### config.mk
export PLATFORM = sky130hd
export DESIGN_NAME = activation_pair_reader
export DESIGN_NICKNAME = d
export VERILOG_FILES = /design/src/rtl/activation_pair_reader_pkg.sv /design/src/rtl/pair_skid_buffer.sv /design/src/rtl/activation_pair_reader.sv
export SDC_FILE = /design/constraint.sdc
export NUM_CORES = 1
export LEC_CHECK = 0
export CAP_MARGIN = 0
export CORE_MARGIN = 4
export CORE_UTILIZATION = 47
export DETAILED_ROUTE_END_ITERATION = 6
export PLACE_DENSITY = 0.74
export SLEW_MARGIN = 40
export SYNTH_ARGS = -nofsm -noshare
export SYNTH_HDL_FRONTEND = slang
export SYNTH_HIERARCHICAL = 1
export SYNTH_SLANG_ARGS = --single-unit
### constraint.sdc
create_clock -name clk -period 2.66 [get_ports clk]
set_clock_uncertainty 0.1 [all_clocks]
set_input_delay 0.266 -clock clk [delete_from_list [all_inputs] [get_ports clk]]
set_output_delay 0.266 -clock clk [all_outputs]
set_load 0.01 [all_outputs]
### src/rtl/activation_pair_reader_pkg.sv
// Shared widths and FSM encoding for the activation pair reader.
// The default widths must agree with the activation store instance.
package activation_pair_reader_pkg;

    localparam int VALUE_W = 16;
    localparam int ADDR_W  = 10;
    localparam int CNT_W   = 11;

    typedef enum logic [1:0] {
        S_IDLE,
        S_ISSUE,
        S_DRAIN
    } state_e;

endpackage

### src/rtl/pair_skid_buffer.sv
// Two-entry in-order buffer: an output register plus one skid entry.
// Output data only moves on a pop or when the output slot is empty.
module pair_skid_buffer #(
    parameter int W = 8
) (
    input  logic         clk,
    input  logic         reset,
    input  logic         i_push,
    input  logic [W-1:0] i_data,
    input  logic         i_pop,
    output logic         o_valid,
    output logic [W-1:0] o_data,
    output logic [1:0]   o_count
);

    logic         r_v0;
    logic         r_v1;
    logic [W-1:0] r_d0;
    logic [W-1:0] r_d1;
    logic         w_v0_n;
    logic         w_v1_n;
    logic [W-1:0] w_d0_n;
    logic [W-1:0] w_d1_n;

    always_comb begin
        w_v0_n = r_v0;
        w_v1_n = r_v1;
        w_d0_n = r_d0;
        w_d1_n = r_d1;
        if (i_pop) begin
            if (r_v1) begin
                w_d0_n = r_d1;
                w_v1_n = i_push;
                w_d1_n = i_data;
            end else begin
                w_v0_n = i_push;
                if (i_push) w_d0_n = i_data;
            end
        end else if (i_push) begin
            // The producer's credit check guarantees the skid is free here
            if (!r_v0) begin
                w_v0_n = 1'b1;
                w_d0_n = i_data;
            end else begin
                w_v1_n = 1'b1;
                w_d1_n = i_data;
            end
        end
    end

    always_ff @(posedge clk or negedge reset) begin
        if (!reset) begin
            r_v0 <= 1'b0;
            r_v1 <= 1'b0;
            r_d0 <= '0;
            r_d1 <= '0;
        end else begin
            r_v0 <= w_v0_n;
            r_v1 <= w_v1_n;
            r_d0 <= w_d0_n;
            r_d1 <= w_d1_n;
        end
    end

    assign o_valid = r_v0;
    assign o_data  = r_d0;
    assign o_count = {1'b0, r_v0} + {1'b0, r_v1};

endmodule

### src/rtl/activation_pair_reader.sv
// Streams {A[base_a+i], B[base_b+i]} pairs from the dual-port store,
// hiding its one-cycle read latency behind a credit-gated skid buffer.
module activation_pair_reader
    import activation_pair_reader_pkg::*;
#(
    parameter int VALUE_WIDTH   = VALUE_W,
    parameter int ADDRESS_WIDTH = ADDR_W,
    parameter int COUNT_WIDTH   = CNT_W
) (
    input  logic                     clk,
    input  logic                     reset,
    input  logic                     start,
    input  logic [ADDRESS_WIDTH-1:0] base_a,
    input  logic [ADDRESS_WIDTH-1:0] base_b,
    input  logic [COUNT_WIDTH-1:0]   pair_count,
    input  logic                     store_wr_busy,
    output logic [ADDRESS_WIDTH-1:0] address1,
    output logic [ADDRESS_WIDTH-1:0] address2,
    input  logic [VALUE_WIDTH-1:0]   rd_val1,
    input  logic [VALUE_WIDTH-1:0]   rd_val2,
    output logic                     out_valid,
    input  logic                     out_ready,
    output logic [VALUE_WIDTH-1:0]   out_val1,
    output logic [VALUE_WIDTH-1:0]   out_val2,
    output logic [COUNT_WIDTH-1:0]   out_index,
    output logic                     out_last,
    output logic                     busy,
    output logic                     done
);

    localparam int DW = 2 * VALUE_WIDTH + COUNT_WIDTH + 1;

    state_e                   r_state;
    state_e                   w_state_n;
    logic                     r_done;
    logic                     w_done_n;
    logic [COUNT_WIDTH-1:0]   r_n;
    logic [COUNT_WIDTH-1:0]   r_k;
    logic [ADDRESS_WIDTH-1:0] r_addr1;
    logic [ADDRESS_WIDTH-1:0] r_addr2;
    logic                     r_inflight;
    logic [COUNT_WIDTH-1:0]   r_inf_idx;
    logic                     r_inf_last;
    logic [1:0]               w_occ;
    logic                     w_pop;
    logic                     w_credit_ok;
    logic                     w_issue;
    logic                     w_k_last;
    logic                     w_launch;
    logic [DW-1:0]            w_push_data;
    logic [DW-1:0]            w_out_data;

    assign w_pop    = out_valid && out_ready;
    assign w_k_last = (r_k == r_n - 1'b1);
    assign w_launch = (r_state == S_IDLE) && start && (pair_count != '0);

    // Buffered plus in-flight pairs, net of this cycle's pop, must stay below 2
    assign w_credit_ok = ({1'b0, w_occ} + {2'b0, r_inflight})
                       < (3'd2 + {2'b0, w_pop});
    assign w_issue = (r_state == S_ISSUE) && !store_wr_busy && w_credit_ok;

    always_comb begin
        w_state_n = r_state;
        w_done_n  = 1'b0;
        unique case (r_state)
            S_IDLE: begin
                if (start) begin
                    if (pair_count != '0) w_state_n = S_ISSUE;
                    else                  w_done_n  = 1'b1;
                end
            end
            S_ISSUE: begin
                if (w_issue && w_k_last) w_state_n = S_DRAIN;
            end
            S_DRAIN: begin
                if (w_pop && out_last) begin
                    w_state_n = S_IDLE;
                    w_done_n  = 1'b1;
                end
            end
            default: w_state_n = S_IDLE;
        endcase
    end

    always_ff @(posedge clk or negedge reset) begin
        if (!reset) begin
            r_state <= S_IDLE;
            r_done  <= 1'b0;
        end else begin
            r_state <= w_state_n;
            r_done  <= w_done_n;
        end
    end

    always_ff @(posedge clk or negedge reset) begin
        if (!reset) begin
            r_n        <= '0;
            r_k        <= '0;
            r_addr1    <= '0;
            r_addr2    <= '0;
            r_inflight <= 1'b0;
            r_inf_idx  <= '0;
            r_inf_last <= 1'b0;
        end else begin
            r_inflight <= w_issue;
            if (w_issue) begin
                r_inf_idx  <= r_k;
                r_inf_last <= w_k_last;
                r_k        <= r_k + 1'b1;
                r_addr1    <= r_addr1 + 1'b1;
                r_addr2    <= r_addr2 + 1'b1;
            end
            if (w_launch) begin
                r_n     <= pair_count;
                r_k     <= '0;
                r_addr1 <= base_a;
                r_addr2 <= base_b;
            end
        end
    end

    assign w_push_data = {rd_val1, rd_val2, r_inf_idx, r_inf_last};

    pair_skid_buffer #(
        .W (DW)
    ) u_skid (
        .clk     (clk),
        .reset   (reset),
        .i_push  (r_inflight),
        .i_data  (w_push_data),
        .i_pop   (w_pop),
        .o_valid (out_valid),
        .o_data  (w_out_data),
        .o_count (w_occ)
    );

    assign {out_val1, out_val2, out_index, out_last} = w_out_data;
    assign address1 = r_addr1;
    assign address2 = r_addr2;
    assign busy     = (r_state != S_IDLE);
    assign done     = r_done;

endmodule
==> metrics.md <==
| Metric | Value |
|---|---|
| Sw Ratio | 32.5% |
| Total track usage | 19.2% |
| Pre-CTS setup slack | -0.0839 ns |
| First-pass GRT wire length | 25600 um |
| Port Buffers | 134 |
| WL final | 15400 um |
| Most frequent cells after synthesis | dfrtp_1, mux2_2, nand2_1 |
| Post-layout min period | 2.71 ns |
| Syn_nets | 640 |
| Cell Int Power | between 7 and 8 mW |
| Slew margin rel. | 57.5% |
| CP Launch Type | flop |
| Yosys reg bits | 148 |
| Flop pwr share | 36.3% |
| Synthesis warning total | 6 |
| Top post-synthesis cells by area | dfrtp_1, mux2_2, mux2_1 |
| Tightest Pin Transition | 0.638 ns |
| Num CTS Buffers | 17 |
| Pleak | 4.01 nW |
| Status | finished, violations left |
| Worst setup EP type | flop |
| DRC | 0 |
| Max Cap Viol | 0 |
| WHS | about 0.30 ns |
| Hpwl dp | 10800 um |
| Gpl congestion | 0.823 |
| CTS tree | done |
| Comb power frac | 41.9% |
| Ports | approximately 140 |
| Largest net degree at the start of global routing | 67 |
| Vias in the first global route | ~5300 |
| H-tree depth | 4 |
| Area of placed instances | between 8000 and 9000 sq um |
| Share of synthesized registers carrying an async set or reset | 100% |
| Routed vias | between 4000 and 5000 |
| Pwr Density | 1140 nW/um^2 |
| CTS sink cnt | roughly 150 |
| RSZ-0062 raised after global routing | true |
| Die Y | about 130 um |
| Area fraction of the dominant cell type after synthesis | a little over half |
| Starting Density | between 40% and 50% |
| Failing checks | setup timing |
| Share of layout cells above drive strength 1 | 24.1% |
| CTS clk-pin slew, worst paths | 0.06 ns |
| Sequential-to-total area share from yosys stat | 53.4% |
| Yosys top cell by area | dfrtp_1 |
| Final Setup Violations | 3 |
| Core box area | 14500 sq um |
| Crit path DAT | 2.95 ns |
| Worst IR Drop VDD | 602 uV |
| CTS Buffer Depth | 2 |
| Net Sw Power | 3.45 mW |
| Worst Path Max Fanout | 6 |
| Top FF cell, synth | dfrtp_1 |
| Post-Syn Instances | 565 |
| Mapped Avg Cell Area | approximately 12 sq um |
| Peak Freq | 0.369 GHz |
| Starting DRT DRC Count | 218 |
| Post-synth EDFFs | 0 |
| Total power | 10.6 mW |
| Mapped cell area | 6940 sq um |
| Clock Power Share | about 22% |
| Crit Path Category | reg -> reg |
| TritonRoute pass-1 iters | 4 |
| Via density | 5.34 |
| Yosys cell types | 53 |
| Most common cell in the netlist | dfrtp_1 |
| Final hold violation count | 0 |
| Max-slew violations | 0 |
| Final Cell Area | 9290 sq um |
| Setup total negative slack | -0.0838 ns |
| Row cnt | 44 |
| Req. time, crit path | 2.90 ns |
| Part of the cycle the worst path needs | 102% |
| Worst Setup Slack, final | -0.0500 ns |
| Diodes inserted | 0 |
| Initial antenna violation count | 0 |
| Die area | 16800 sq um |
| Synthesis-to-layout area growth | 33.9% |
| WL/cell | 16.8 um |
| Nets | 796 |
| Clock Tree Root | clkbuf_16 |
| Clock Latency Late Sink | 0.42 ns |
| ANT nets after route | 0 |
| Total grt overflow | 0 |
| Hold Crit Class | in -> reg |
| DIE WIDTH | roughly 130 um |
## placed cells by master, fill, tap and decap left out, types with 17 or more instances in the layout
cell type and count:
clkbuf_16 17, nor2_1 20, clkdlybuf4s50_1 133, nand2_1 65
mux2_2 97, xor2_1 24, o21ai_0 21, buf_4 23
dfrtp_1 147, mux2_1 46
## stage by stage
step           utilization [%]  instances
6_report                  64.2        917
3_3_place_gp              59.3        878
2_1_floorplan                -        565
5_1_grt                   64.2        917
3_5_place_dp              59.3        878
4_1_cts                   63.8        914
## area by class of cell
| cell class | instances | area, sq um |
|---|---|---|
| clock buffers | 21 | 460 |
| well taps | 184 | 230 |
| flip-flops and latches | 148 | 3700 |
| inverters | 10 | 37.5 |
| multi-input cells | 380 | 3130 |
| fillers | 1078 | 5180 |
| repair buffers | 164 | 1620 |
| clock inverters | 10 | 108 |
## per-layer routing
metal / global-route usage (%) / routed length (um)
met5: 0 / 0
met4: 7.09 / 206
met3: 5.11 / 732
met2: 31.9 / 7820
met1: 24.4 / 6650
## power by group through the flow
stage          logic (mW)  registers (mW)  clock network, mW
6_report             4.45            3.85               2.30
3_5_place_dp         4.31            3.87                  0
5_1_grt              4.85            3.98               2.47
4_1_cts              4.45            3.85               2.36
3_3_place_gp         4.17            3.81                  0
2_1_floorplan        2.49            3.92                  0
## logic make-up (layout without fill, tap and decap cells)
family	count (synthesis)	after routing	share of synthesized area (%)
simple gates	142	142	9.88
fa+ha+maj	7	7	1.26
buf+inv	37	205	2.78
mux	145	145	23.5
xor+xnor	29	29	3.66
compound gates	57	57	5.55
flops	148	148	53.4
## registers in the layout, indices dropped and copies added (netlist names)
register        count
address1           10
address2           10
done                1
r_inf_idx          11
r_inf_last          1
r_inflight          1
r_k                11
r_n                11
r_state             2
u_skid/o_data      44
u_skid/o_valid      1
u_skid/r_d1        44
u_skid/r_v1         1
## worst paths after layout
check | depth (start not counted) | start | slack (ns) | end
hold reg to reg | 1 | u_skid/r_d1[40] | 0.38 | u_skid/r_d1[40]
max in group asynchronous | 3 | reset | 1.42 | u_skid/r_d1[16]
min in group asynchronous | 2 | reset | 0.32 | u_skid/r_d1[36]
setup reg to reg | 9 | u_skid/o_valid | -0.05 | r_k[5]
hold / removal | 3 | base_a[9] | 0.30 | address1[9]
setup / recovery | 9 | u_skid/o_valid | -0.05 | r_k[5]
## critical path, cell delays in order (launching register included)
cell	delay, ns
dfrtp_2	0.42
ha_4	0.25
ha_4	0.16
ha_4	0.14
or4b_4	0.49
a21oi_4	0.19
buf_6	0.13
nand4_1	0.20
or3_1	0.43
a21oi_2	0.13
## what timing repair did
| action | 4_1_cts | 5_1_grt |
|---|---|---|
| hold buffers | 1 | 0 |
| pin swaps | 11 | 9 |
| hold endpoints to repair | 63 | 0 |
| resized for setup | 8 | 10 |
| endpoints found under the setup margin | 5 | 38 |
| buffers inserted | 4 | 3 |
No activity file was read; power rests on OpenSTA's default activity.
